File: config.mk
export PLATFORM = sky130hd
export DESIGN_NAME = clock_display_mux
export DESIGN_NICKNAME = d
export VERILOG_FILES = /design/src/rtl/clock_display_mux_pkg.sv /design/src/rtl/clock_display_mux_seg7_decode.sv /design/src/rtl/clock_display_mux.sv
export SDC_FILE = /design/constraint.sdc
export NUM_CORES = 1
export LEC_CHECK = 0
export BUFFER_PORTS_ARGS = -buffer_cell sky130_fd_sc_hd__buf_2
export CORE_MARGIN = 10
export CORE_UTILIZATION = 40
export DETAILED_ROUTE_END_ITERATION = 16
export HOLD_SLACK_MARGIN = 0.05
export PLACE_DENSITY = 0.62
export SYNTH_ARGS = -nofsm -noshare
export SYNTH_HDL_FRONTEND = slang
export SYNTH_SLANG_ARGS = --single-unit
File: constraint.sdc
create_clock -name clk -period 3.1 [get_ports clk]
set_input_delay 0.775 -clock clk [delete_from_list [all_inputs] [get_ports clk]]
set_output_delay 0.775 -clock clk [all_outputs]
set_load 0.1 [all_outputs]
File: src/rtl/clock_display_mux_pkg.sv
// -----------------------------------------------------------------------------
// clock_display_mux_pkg
// Shared definitions for the chess-clock display multiplexer:
//   - active-low 7-segment patterns {g,f,e,d,c,b,a}
//   - clock_time_t : packed {min[2:0], sec1[2:0], sec2[3:0]} countdown word
//   - digit_idx_e  : the eight display positions, an[7]..an[0]
//   - digit_pos_e  : position of a digit inside one player's half
//   - is_low_time(): "under ten seconds, not yet flagged" test
// -----------------------------------------------------------------------------
package clock_display_mux_pkg;

    localparam logic [6:0] SEG_BLANK  = 7'h7F;
    localparam logic [6:0] SEG_DASH   = 7'b0111111;
    localparam logic [6:0] SEG_E      = 7'b0000110;
    localparam logic [6:0] SEG_DIGIT0 = 7'b1000000;
    localparam logic [6:0] SEG_DIGIT1 = 7'b1111001;
    localparam logic [6:0] SEG_DIGIT2 = 7'b0100100;
    localparam logic [6:0] SEG_DIGIT3 = 7'b0110000;
    localparam logic [6:0] SEG_DIGIT4 = 7'b0011001;
    localparam logic [6:0] SEG_DIGIT5 = 7'b0010010;
    localparam logic [6:0] SEG_DIGIT6 = 7'b0000010;
    localparam logic [6:0] SEG_DIGIT7 = 7'b1111000;
    localparam logic [6:0] SEG_DIGIT8 = 7'b0000000;
    localparam logic [6:0] SEG_DIGIT9 = 7'b0010000;

    // Field layout of the timer's packed countdown word.
    typedef struct packed {
        logic [2:0] min;
        logic [2:0] sec1;
        logic [3:0] sec2;
    } clock_time_t;

    // Display positions; white occupies the upper nibble of an, black the lower.
    typedef enum logic [2:0] {
        IDX_B_SEC2 = 3'd0,
        IDX_B_SEC1 = 3'd1,
        IDX_B_MIN  = 3'd2,
        IDX_B_TURN = 3'd3,
        IDX_W_SEC2 = 3'd4,
        IDX_W_SEC1 = 3'd5,
        IDX_W_MIN  = 3'd6,
        IDX_W_TURN = 3'd7
    } digit_idx_e;

    // Low two bits of digit_idx_e select the digit role within a half.
    typedef enum logic [1:0] {
        POS_SEC2 = 2'd0,
        POS_SEC1 = 2'd1,
        POS_MIN  = 2'd2,
        POS_TURN = 2'd3
    } digit_pos_e;

    // True when a running clock is inside its final seconds (0:0x, x != 0).
    function automatic logic is_low_time(input clock_time_t t);
        return (t.min == 3'd0) && (t.sec1 == 3'd0) && (t.sec2 != 4'd0);
    endfunction

endpackage

File: src/rtl/clock_display_mux_seg7_decode.sv
// -----------------------------------------------------------------------------
// seg7_decode
// Combinational BCD -> active-low 7-segment decoder. Values 10..15 show 'E'.
// Ports:
//   value  in  4  digit value
//   seg    out 7  pattern {g,f,e,d,c,b,a}, active-low
// -----------------------------------------------------------------------------
module seg7_decode
    import clock_display_mux_pkg::*;
(
    input  logic [3:0] value,
    output logic [6:0] seg
);

    always_comb begin
        case (value)
            4'd0:    seg = SEG_DIGIT0;
            4'd1:    seg = SEG_DIGIT1;
            4'd2:    seg = SEG_DIGIT2;
            4'd3:    seg = SEG_DIGIT3;
            4'd4:    seg = SEG_DIGIT4;
            4'd5:    seg = SEG_DIGIT5;
            4'd6:    seg = SEG_DIGIT6;
            4'd7:    seg = SEG_DIGIT7;
            4'd8:    seg = SEG_DIGIT8;
            4'd9:    seg = SEG_DIGIT9;
            default: seg = SEG_E;
        endcase
    end

endmodule

File: src/rtl/clock_display_mux.sv
// -----------------------------------------------------------------------------
// clock_display_mux
// Drives an 8-digit multiplexed common-anode 7-segment display from the two
// chess-clock countdowns. Layout an[7]..an[0]:
//   [W-turn][Wmin][Wsec1][Wsec2][B-turn][Bmin][Bsec1][Bsec2]
// Each digit slot lasts REFRESH_DIV cycles; the first GUARD_CYC cycles of a
// slot keep all anodes off to avoid ghosting. Inputs are snapshotted once per
// frame (at the wrap back to the W-turn digit) so a frame never tears.
//
// Parameters:
//   REFRESH_DIV  clk cycles per digit slot
//   GUARD_CYC    dark cycles at the start of each slot (< REFRESH_DIV)
//   BLINK_DIV    clk cycles per blink half-period (low-time blink build only)
// Ports:
//   clk             in   1   system clock
//   rst             in   1   synchronous reset, active-high
//   countdownWhite  in  10   white time {min,sec1,sec2}
//   countdownBlack  in  10   black time {min,sec1,sec2}
//   turn            in   1   side to move: 0 = white, 1 = black
//   an              out  8   digit anodes, active-low, at most one low
//   seg             out  7   segments {g,f,e,d,c,b,a}, active-low
//   dp              out  1   decimal point, active-low (colon after minutes)
// Configuration:
//   LOW_TIME_BLINK_EN  when defined, the mover's time digits blink while the
//                      mover shows 0:0x with x != 0.
// -----------------------------------------------------------------------------
module clock_display_mux
    import clock_display_mux_pkg::*;
#(
    parameter int REFRESH_DIV = 100000,
    parameter int GUARD_CYC   = 64,
    parameter int BLINK_DIV   = 25000000
) (
    input  logic       clk,
    input  logic       rst,
    input  logic [9:0] countdownWhite,
    input  logic [9:0] countdownBlack,
    input  logic       turn,
    output logic [7:0] an,
    output logic [6:0] seg,
    output logic       dp
);

    localparam int SLOT_W = (REFRESH_DIV > 1) ? $clog2(REFRESH_DIV) : 1;

    logic [SLOT_W-1:0] slot_cnt;
    digit_idx_e        idx;
    clock_time_t       snap_white;
    clock_time_t       snap_black;
    logic              snap_turn;
    logic              snap_pending;   // forces a capture on the first cycle after reset

    logic              slot_wrap;
    logic              frame_wrap;
    logic              in_guard;
    logic              blink_blank;

    assign slot_wrap  = (slot_cnt == SLOT_W'(REFRESH_DIV - 1));
    assign frame_wrap = slot_wrap && (idx == IDX_B_SEC2);
    assign in_guard   = (slot_cnt < SLOT_W'(GUARD_CYC));

    // -------------------------------------------------------------------------
    // Prescaler, digit index and frame snapshot
    // -------------------------------------------------------------------------
    // NOTE: all state here uses non-blocking assignments so every register
    // samples the pre-edge values; blocking writes would let a later statement
    // in this block see the already-updated slot counter or index.
    always_ff @(posedge clk) begin
        if (rst) begin
            slot_cnt     <= '0;
            idx          <= IDX_W_TURN;
            snap_white   <= '0;
            snap_black   <= '0;
            snap_turn    <= 1'b0;
            snap_pending <= 1'b1;
        end else begin
            if (slot_wrap) begin
                slot_cnt <= '0;
                idx      <= digit_idx_e'(idx - 3'd1);   // 0 wraps to 7
            end else begin
                slot_cnt <= slot_cnt + 1'b1;
            end

            if (snap_pending || frame_wrap) begin
                snap_white <= clock_time_t'(countdownWhite);
                snap_black <= clock_time_t'(countdownBlack);
                snap_turn  <= turn;
            end
            snap_pending <= 1'b0;
        end
    end

    // -------------------------------------------------------------------------
    // Optional low-time blink
    // -------------------------------------------------------------------------
`ifdef LOW_TIME_BLINK_EN
    localparam int BLINK_W = (BLINK_DIV > 1) ? $clog2(BLINK_DIV) : 1;

    logic [BLINK_W-1:0] blink_cnt;
    logic               blink_on;

    always_ff @(posedge clk) begin
        if (rst) begin
            blink_cnt <= '0;
            blink_on  <= 1'b1;
        end else if (blink_cnt == BLINK_W'(BLINK_DIV - 1)) begin
            blink_cnt <= '0;
            blink_on  <= ~blink_on;
        end else begin
            blink_cnt <= blink_cnt + 1'b1;
        end
    end

    // Zero time is excluded by is_low_time, so a flagged clock stays steady.
    assign blink_blank = !blink_on &&
                         is_low_time(snap_turn ? snap_black : snap_white);
`else
    assign blink_blank = 1'b0;
`endif

    // -------------------------------------------------------------------------
    // Digit select and decode
    // -------------------------------------------------------------------------
    clock_time_t cur_time;
    digit_pos_e  cur_pos;
    logic        white_half;
    logic        side_moves;
    logic [3:0]  dec_in;
    logic [6:0]  dec_seg;

    assign white_half = idx[2];
    assign cur_time   = white_half ? snap_white : snap_black;
    assign cur_pos    = digit_pos_e'(idx[1:0]);
    assign side_moves = (white_half != snap_turn);   // white moves on turn=0

    // NOTE: every signal driven in an always_comb gets a default at the top;
    // a path that skips an assignment would otherwise infer a latch.
    always_comb begin
        dec_in = 4'd0;
        case (cur_pos)
            POS_MIN:  dec_in = {1'b0, cur_time.min};
            // Tens of seconds only goes to 5; larger values are forced into
            // the decoder's error range.
            POS_SEC1: dec_in = (cur_time.sec1 > 3'd5) ? 4'hF : {1'b0, cur_time.sec1};
            POS_SEC2: dec_in = cur_time.sec2;
            default:  dec_in = 4'd0;
        endcase
    end

    seg7_decode u_decode (
        .value (dec_in),
        .seg   (dec_seg)
    );

    logic [7:0] an_next;
    logic [6:0] seg_next;
    logic       dp_next;

    always_comb begin
        an_next  = 8'hFF;
        seg_next = SEG_BLANK;
        dp_next  = 1'b1;
        if (!in_guard) begin
            an_next = ~(8'd1 << idx);
            case (cur_pos)
                POS_TURN: seg_next = side_moves ? SEG_DASH : SEG_BLANK;
                POS_MIN: begin
                    seg_next = dec_seg;
                    dp_next  = 1'b0;
                end
                default:  seg_next = dec_seg;
            endcase
            if (blink_blank && side_moves && (cur_pos != POS_TURN)) begin
                seg_next = SEG_BLANK;
                dp_next  = 1'b1;
            end
        end
    end

    // Registering an alongside seg/dp keeps the anode aligned with its pattern.
    always_ff @(posedge clk) begin
        if (rst) begin
            an  <= 8'hFF;
            seg <= SEG_BLANK;
            dp  <= 1'b1;
        end else begin
            an  <= an_next;
            seg <= seg_next;
            dp  <= dp_next;
        end
    end

endmodule

==> results of run 1 <==
==> through the flow <==
step	cells	utilization [%]	setup WS [ns]	hold slack [ns]	area (um^2)
floorplan	262	-	0.9495	0.4297	2542
global placement	365	45.81	0.6778	0.4474	2776
detailed placement	365	45.81	0.5220	0.4533	2776
CTS	381	48.82	0.5028	0.4675	2959
global route	381	48.82	0.2850	0.4861	2959
finish	381	48.82	0.5259	0.4629	2959
==> synth_stat cells (all sizes together) <==
library cell	count	area, um^2
a22oi	1	7.510
and3	3	18.77
inv	7	26.28
nand2	20	75.07
xor2	11	96.34
a21oi	5	25.02
a222oi	3	30.03
and2	7	43.79
o21ai	3	15.01
buf	8	60.05
and4	3	26.28
or2	4	25.03
nand2b	1	6.260
nor4	1	6.260
dfxtp	58	1161
ha	12	150.1
nand3	7	35.03
a221o	1	10.01
nor2	44	165.2
nor2b	2	12.51
o311ai	1	16.27
nand4	4	25.02
o31ai	1	7.510
o2111ai	1	8.760
a41oi	1	8.760
or4	1	7.510
mux2i	25	250.2
nor3	4	25.02
a31oi	1	6.260
o22ai	1	6.260
xnor2	6	52.55
clkbuf	5	20.01
mux2	10	112.6
==> routing by layer <==
layer | routed length, um | vias up | track usage [%]
met2 | 2460 | 29 | 17.17
met3 | 349 | 8 | 5.744
met4 | 65 | 0 | 3.638
met5 | 0 | - | 0
li1 | - | 974 | -
met1 | 2140 | 864 | 11.00
==> logic make-up after synthesis <==
| family | after synthesis | synth area share, % |
|---|---|---|
| AO/OA/AOI/OAI | 19 | 5.562 |
| XOR/XNOR | 17 | 5.856 |
| adder cells (fa/ha/maj) | 12 | 5.905 |
| buffers and inverters | 20 | 4.183 |
| flip-flops | 58 | 45.67 |
| multiplexers | 35 | 14.27 |
| AND/OR/NAND/NOR | 101 | 18.55 |
==> state kept, by name, summed over array words and instances, names as in the netlist <==
signal        cells
an                8
seg               7
slot_cnt         17
dp                1
idx               3
snap_turn         1
snap_white       10
snap_pending      1
snap_black       10
==> area by class of cell <==
cell class / count / area [um^2] / area share, %
clock buffer: 14 / 172.7 / 5.835
clock inverter: 2 / 10.01 / 0.3383
inverter: 7 / 26.28 / 0.8879
multi-input combinational: 184 / 1282 / 43.34
sequential: 58 / 1161 / 39.24
tap: 75 / 93.84 / 3.171
timing repair buffer: 41 / 212.7 / 7.188
==> cells in the final DEF (no fill, tap or decap), drive strengths merged, types with 2 or more instances in the layout <==
cell / count
o21ai: 3
nand4: 4
a21oi: 5
and4: 3
or2: 4
nand3: 7
nor3: 4
and3: 3
ha: 12
mux2i: 25
clkbuf: 14
nor2b: 2
mux2: 10
xor2: 11
nor2: 44
dfxtp: 58
inv: 7
buf: 41
clkinv: 2
and2: 7
xnor2: 6
a222oi: 3
nand2: 20
==> power by group through the flow <==
stage                     Combinational (mW)  Sequential [mW]  Clock (mW)
after floorplan                       0.0528            0.791           0
after global placement                0.0690            0.796           0
after detailed placement              0.0709            0.796           0
after CTS                             0.0715            0.779       0.654
after global routing                  0.0788            0.781       0.689
final                                 0.0702            0.779       0.633
==> worst min path at each step <==
stage	startpoint	slack, ns	end
2_1_floorplan	slot_cnt[0]$_SDFF_PP0_	0.43	slot_cnt[0]$_SDFF_PP0_
3_3_place_gp	slot_cnt[0]$_SDFF_PP0_	0.45	slot_cnt[0]$_SDFF_PP0_
3_5_place_dp	slot_cnt[0]$_SDFF_PP0_	0.45	slot_cnt[0]$_SDFF_PP0_
4_1_cts	slot_cnt[0]$_SDFF_PP0_	0.47	slot_cnt[0]$_SDFF_PP0_
5_1_grt	slot_cnt[0]$_SDFF_PP0_	0.49	slot_cnt[0]$_SDFF_PP0_
6_report	slot_cnt[0]$_SDFF_PP0_	0.46	slot_cnt[0]$_SDFF_PP0_
==> reports/results.txt, run 1 <==
TritonCTS built the clock tree. Measured along the x axis, the die boundary spans 99.73 um. The tools report the synthesized instance count as 262.

The average cell area after synthesis works out to 9.704 um^2. The highest fanout seen on the critical path was 16; the arrival time of data at the critical path endpoint was 2.83 ns. The tools report the worst-case clock buffer depth as 2.

The total track usage came out at 10.43%. The flow ran to the end, and the final reports show no timing, DRC or antenna violations. The run gives 0 as the post-detailed-route count of antenna-violating nets.

Cell internal power was estimated by the tool at 1.156 mW. Yosys mapped the design onto 38 distinct sky130hd cell types. The analysis attributes to cell leakage a power of 1.276 nW.

The total of cells resized after clock tree synthesis was 0; the total power was 1.482 mW. The clock transition at the register clock pins on the worst setup and hold paths after CTS is 0.06 ns, and the final cycle utilization of the critical path is 83.04%. The worst hold path stage count is 1, and the clock insertion delay at the later pin of the skew report is 0.34 ns.

The region available for standard cell placement spans 6061 um^2. The run gives 0 as the hold violation count in the final report. The cell type of the slowest stage on the worst timing path was sky130_fd_sc_hd__dfxtp_1. For the number of core rows, the log shows 28. The critical path crosses 8 cells after its start point.

STA puts the critical path data required time at 3.36 ns. Walking the worst path, the cells encountered are mux2_2 -> a222oi_1 -> or2_2 -> inv_1 -> ha_1 -> nor2_1 -> mux2i_1 -> o2111ai_1. Setup violations remaining at the end of the flow were counted as 0.

The total wire length after detailed routing is 5016 um. The accumulated negative setup slack came out at 0 ns. The first global-routing pass estimated 8445 um of wire. IR analysis of the VDD net gives a maximum drop of 0.3672 mV. Detailed-routing iteration count for the pre-antenna-repair pass: 4. The relative contribution of sequential cells to total power was 52.6%; the DRC violation count after routing was 0.

The via count of the first global-routing pass is 1848, and the net count of the finished layout is 336. The most critical setup path has its startpoint at idx[2]$_SDFFE_PP1N_. The die area came out at 9945 um^2. At the pin with the least slew margin, the transition time is 0.5877 ns.

For this design the total switching power over the nets is 326.2 uW. The combinational group share of total power was 4.7%. For the post-synthesis sequential area ratio, the log shows 45.67%. The register-to-register setup slack is 0.53 ns. The path class of the tightest hold or removal check is flop to flop. STA classifies the critical path startpoint as a flop. The buffer and inverter count on the worst path is 1, and the H-tree level count is 3. The fraction of final layout cells with drive strength greater than 1 is 23.20%, and the maximum number of pins on one net before global-route repair is 28. The height of the die was 99.73 um. Setup repair after global routing left no endpoint under its margin. The run gives 60.77% as the worst slew margin relative to its limit.

The post-synthesis register bit count is 58, and the placed wire-length estimate after detailed placement is 3661 um. The cell depth of the worst flop-to-flop path came out at 8. The average wire per standard cell was 13.17 um; the initial standard-cell utilization of the core was 41.95%.

The logs give 0 for the number of warning messages in the yosys log and 2542 um^2 for the post-synthesis cell area. Max-cap violations in this run came to 0. After detailed routing, the number of vias per cell comes to 4.921. The run gives 41 as the first-iteration detailed-routing DRC count. The worst register-to-register path ends at seg[4]$_SDFF_PP1_.

Beginning of the worst register-to-register path: idx[2]$_SDFFE_PP1N_. Element type at the critical path end: a flop. The tools report the master cell of the clock root buffer as sky130_fd_sc_hd__clkbuf_8. The number of filler instances in the final layout was 618; the achievable frequency was 0.3885 GHz. The cell family contributing the most delay on the critical path is flip-flops.

For the cts-stage hold buffer count, the log shows 0. Counting every net in the synthesized netlist gives 297. The delay of the slowest cell on the worst path is 0.69 ns, and the clock skew after layout is 0.009787 ns.

The logs give 0 for the number of buffers inserted by post-CTS setup repair and 1875 for the overall via count from detail_route. For the number of inserted diodes, the log shows 0. The number of buffers inserted by port buffering came out at 38.

The logs give 42.7% for the relative contribution of the clock network to total power and 9 for the number of buffers added by the clock tree synthesis step. 39 I/O pins were placed. Dividing total power by cell area gives a power density of 501.0 nW/um^2.

CTS saw 58 sinks. The initial antenna violation count came out at 0. The total congestion overflow is 0.

The critical path is of the flop to flop type. At the end of routability-driven placement, the weighted congestion stood at 0.8546. In this run the worst setup path terminates at seg[4]$_SDFF_PP1_. The smallest clock period supported by the final layout is computed as 2.574 ns.

Compared with the post-synthesis result, the final layout area differs by 16.39%. In this run switching power makes up 22.00% of total power. The number of pins exceeding their max-slew limit in the final report was 0.
Note: power is estimated with default switching activity, not from simulation.
==> run 2, diff against run 1 <==
- clock period: 3.1 -> 2.6 ns (I/O delays scaled with it)
==> reports/results.txt, run 2 (synthesis results as in run 1) <==
On the critical path, the stage with the largest delay is an instance of sky130_fd_sc_hd__dfxtp_1. The logs give 8742 um (+3.5%) for the global-route wire length before repair and 28 (unchanged) for the number of core rows. The number of buffers inserted by port buffering is 38 (unchanged), and the cell depth of the worst setup path is 8 (unchanged). The arrival time of data at the critical path endpoint came out at 2.62 ns (-0.21 ns).

The worst hold path begins at slot_cnt[0]$_SDFF_PP0_. The required time at the worst-slack endpoint was 2.86 ns (-0.50 ns). The logs give 2 (unchanged) for the worst-case clock buffer depth and 0 (unchanged) for the post-detailed-route count of antenna-violating nets. The layout-stage area growth over the synthesis result works out to 17.86%. The final setup violation count came out at 0 (unchanged). Cell depth of the worst flop-to-flop path: 8 (unchanged). The gate family responsible for the most delay along the worst path is compound AO/OA/AOI/OAI gates. The run gives 0.4726 ns (+0.009663 ns) as the worst hold-check slack. The fraction of final layout cells with drive strength greater than 1 was 23.62% (+0.42 points). For the die area, the log shows 9945 um^2 (unchanged). The tools report the utilization after layout as 49.44% (+0.62 points). The clock transition at the register clock pins on the worst setup and hold paths after CTS was 0.07 ns (about the same).

Walking the worst path, the cells encountered are mux2_2 -> a222oi_1 -> or2_2 -> inv_1 -> ha_1 -> nor2_1 -> mux2i_1 -> o2111ai_1. The highest fanout seen on the critical path is 12 (-4), and the placed wire-length estimate after detailed placement is 3799 um (+3.7%). The accumulated negative setup slack was 0 ns (unchanged).

The tools report the first-iteration detailed-routing DRC count as 85 (+110%). The final cycle utilization of the critical path was 90.82% (+7.8 points). The H-tree level count was 3 (unchanged). Total of cells resized after clock tree synthesis: 0 (unchanged).

The run finished with clean final reports. Net count of the finished layout: 339 (+0.89%). The tools report the total wire length after detailed routing as 5265 um (+5.0%).

The total track usage came out at 11.00% (+0.57 points). The startpoint of the most critical setup path was idx[2]$_SDFFE_PP1N_. The core area came out at 6061 um^2 (unchanged).

The initial antenna violation count is 0 (unchanged), and the I/O pin count is 39 (unchanged). The tools report the DRC violation count after routing as 0 (unchanged). The startpoint identified for the worst register-to-register timing path is idx[2]$_SDFFE_PP1N_. The number of flip-flops in the largest register was 17 (unchanged).

The initial standard-cell utilization of the core was 41.95% (unchanged). The run gives 0.34 ns (about the same) as the clock insertion delay at the later pin of the skew report. The tools report the overall via count from detail_route as 1871 (-0.21%). The most common cell after layout, fill and taps aside was sky130_fd_sc_hd__dfxtp_1.

The most critical setup path has its endpoint at seg[4]$_SDFF_PP1_. For the total congestion overflow, the log shows 0 (unchanged). The hold violation count in the final report was 0 (unchanged). The number of pins exceeding their max-slew limit in the final report is 0 (unchanged), and the clock sink count is 58 (unchanged). The logs give 1899 (+2.8%) for the via count of the first global-routing pass and 0 (unchanged) for the max-cap violation count. The worst vdd rail ir drop is 0.2854 mV (-22%). Worst min-delay path category: flop to flop. The actual transition at the worst max-transition pin was 0.4930 ns (-0.09467 ns); the total power density per cell area was 615.7 nW/um^2 (+23%). The worst hold path stage count was 1 (unchanged); the number of inserted diodes was 0 (unchanged). The die boundary width works out to 99.73 um (unchanged).

In this run the clock root is driven by a sky130_fd_sc_hd__clkbuf_8. The average wire per standard cell was 13.71 um (+4.1%). In this run the critical register-to-register path is captured at seg[4]$_SDFF_PP1_. The critical path in this run is classified as flop to flop. The top cell types in the final layout, fill and taps aside, are 58 x sky130_fd_sc_hd__dfxtp_1, 44 x sky130_fd_sc_hd__nor2_1, 38 x sky130_fd_sc_hd__buf_2. TritonCTS built the clock tree. The height of the die came out at 99.73 um (unchanged). The largest registers in the layout are slot_cnt (17), snap_black (10), snap_white (10). The buffer and inverter count on the worst path came out at 1 (unchanged).

The clock skew after layout was 0.009818 ns (+0.00003089 ns); the clock period minus worst slack was 2.361 ns (-0.2129 ns). The final weighted congestion of routability-driven global placement is 0.8616 (+0.82%), and the cts-stage hold buffer count is 0 (unchanged). For the register-to-register setup slack, the log shows 0.24 ns (-0.29 ns). Number of buffers inserted by post-CTS setup repair: 0 (unchanged). slot_cnt holds more flip-flops than any other register.

Setup repair after global routing left no endpoint under its margin. The worst path setup slack after routing was 0.2388 ns (-0.2871 ns); the achievable frequency was 0.4235 GHz (+9.0%). The tools report the maximum number of pins on one net before global-route repair as 28 (unchanged). The number of buffers added by the clock tree synthesis step was 9 (unchanged). The detailed-routing iteration count for the pre-antenna-repair pass was 4 (unchanged); the delay of the slowest cell on the worst path was 0.59 ns (-0.10 ns). The run gives 0.2507 ns (-0.2713 ns) as the post-placement worst setup slack. Worst slew margin relative to its limit: 67.36% (+6.6 points). The nature of the critical path startpoint was a flop. The element type at the critical path end is a flop.

The vias per cell is 4.872 (-0.99%). For the leakage component of the power, the log shows 1.293 nW (+1.4%).
[run 2: cell types whose count changed in the layout (fill, tap and decap cells not counted)]
cell / delta
sky130_fd_sc_hd__clkinv_2: -1
sky130_fd_sc_hd__bufinv_16: +1
sky130_fd_sc_hd__buf_4: +3
sky130_fd_sc_hd__clkbuf_8: -1
sky130_fd_sc_hd__clkbuf_1: +1
[run 2: how the worst min path moves through the flow]
stage	endpoint	slack (ns)
6_report	slot_cnt[0]$_SDFF_PP0_	0.47
5_1_grt	slot_cnt[0]$_SDFF_PP0_	0.49
2_1_floorplan	slot_cnt[0]$_SDFF_PP0_	0.43
3_5_place_dp	slot_cnt[0]$_SDFF_PP0_	0.46
4_1_cts	slot_cnt[0]$_SDFF_PP0_	0.48
3_3_place_gp	slot_cnt[0]$_SDFF_PP0_	0.45
[run 2: through the flow]
| step | cells | power (mW) | cell area, um^2 |
|---|---|---|---|
| 3_3_place_gp | 368 | 1.033 | 2799 |
| 2_1_floorplan | 262 | 1.006 | 2542 |
| 5_1_grt | 384 | 1.922 | 2997 |
| 3_5_place_dp | 368 | 1.036 | 2799 |
| 4_1_cts | 384 | 1.878 | 2997 |
| 6_report | 384 | 1.845 | 2997 |
[run 2: metal layers]
layer  track usage, %  wire length, um  share of wire (%)
met5                0                0                  0
met1            11.81             2351                 45
met2            17.92             2547                 48
met3            5.260              272                5.2
met4            4.961               93                1.8
[run 2: final cells by class]
cell class	instances	area, um^2
Sequential cell	58	1161
Clock buffer	14	162.7
Clock inverter	2	35.03
Tap cell	75	93.84
Inverter	7	26.28
Multi-Input combinational cell	184	1282
Fill cell	578	3064
Timing Repair Buffer	44	235.2
[run 2: power breakdown]
| group | switching, mW | internal [mW] | leakage (nW) |
|---|---|---|---|
| combinational | 0.0409 | 0.0448 | 0.719 |
| sequential | 0.0153 | 0.913 | 0.473 |
| clock | 0.336 | 0.494 | 0.101 |
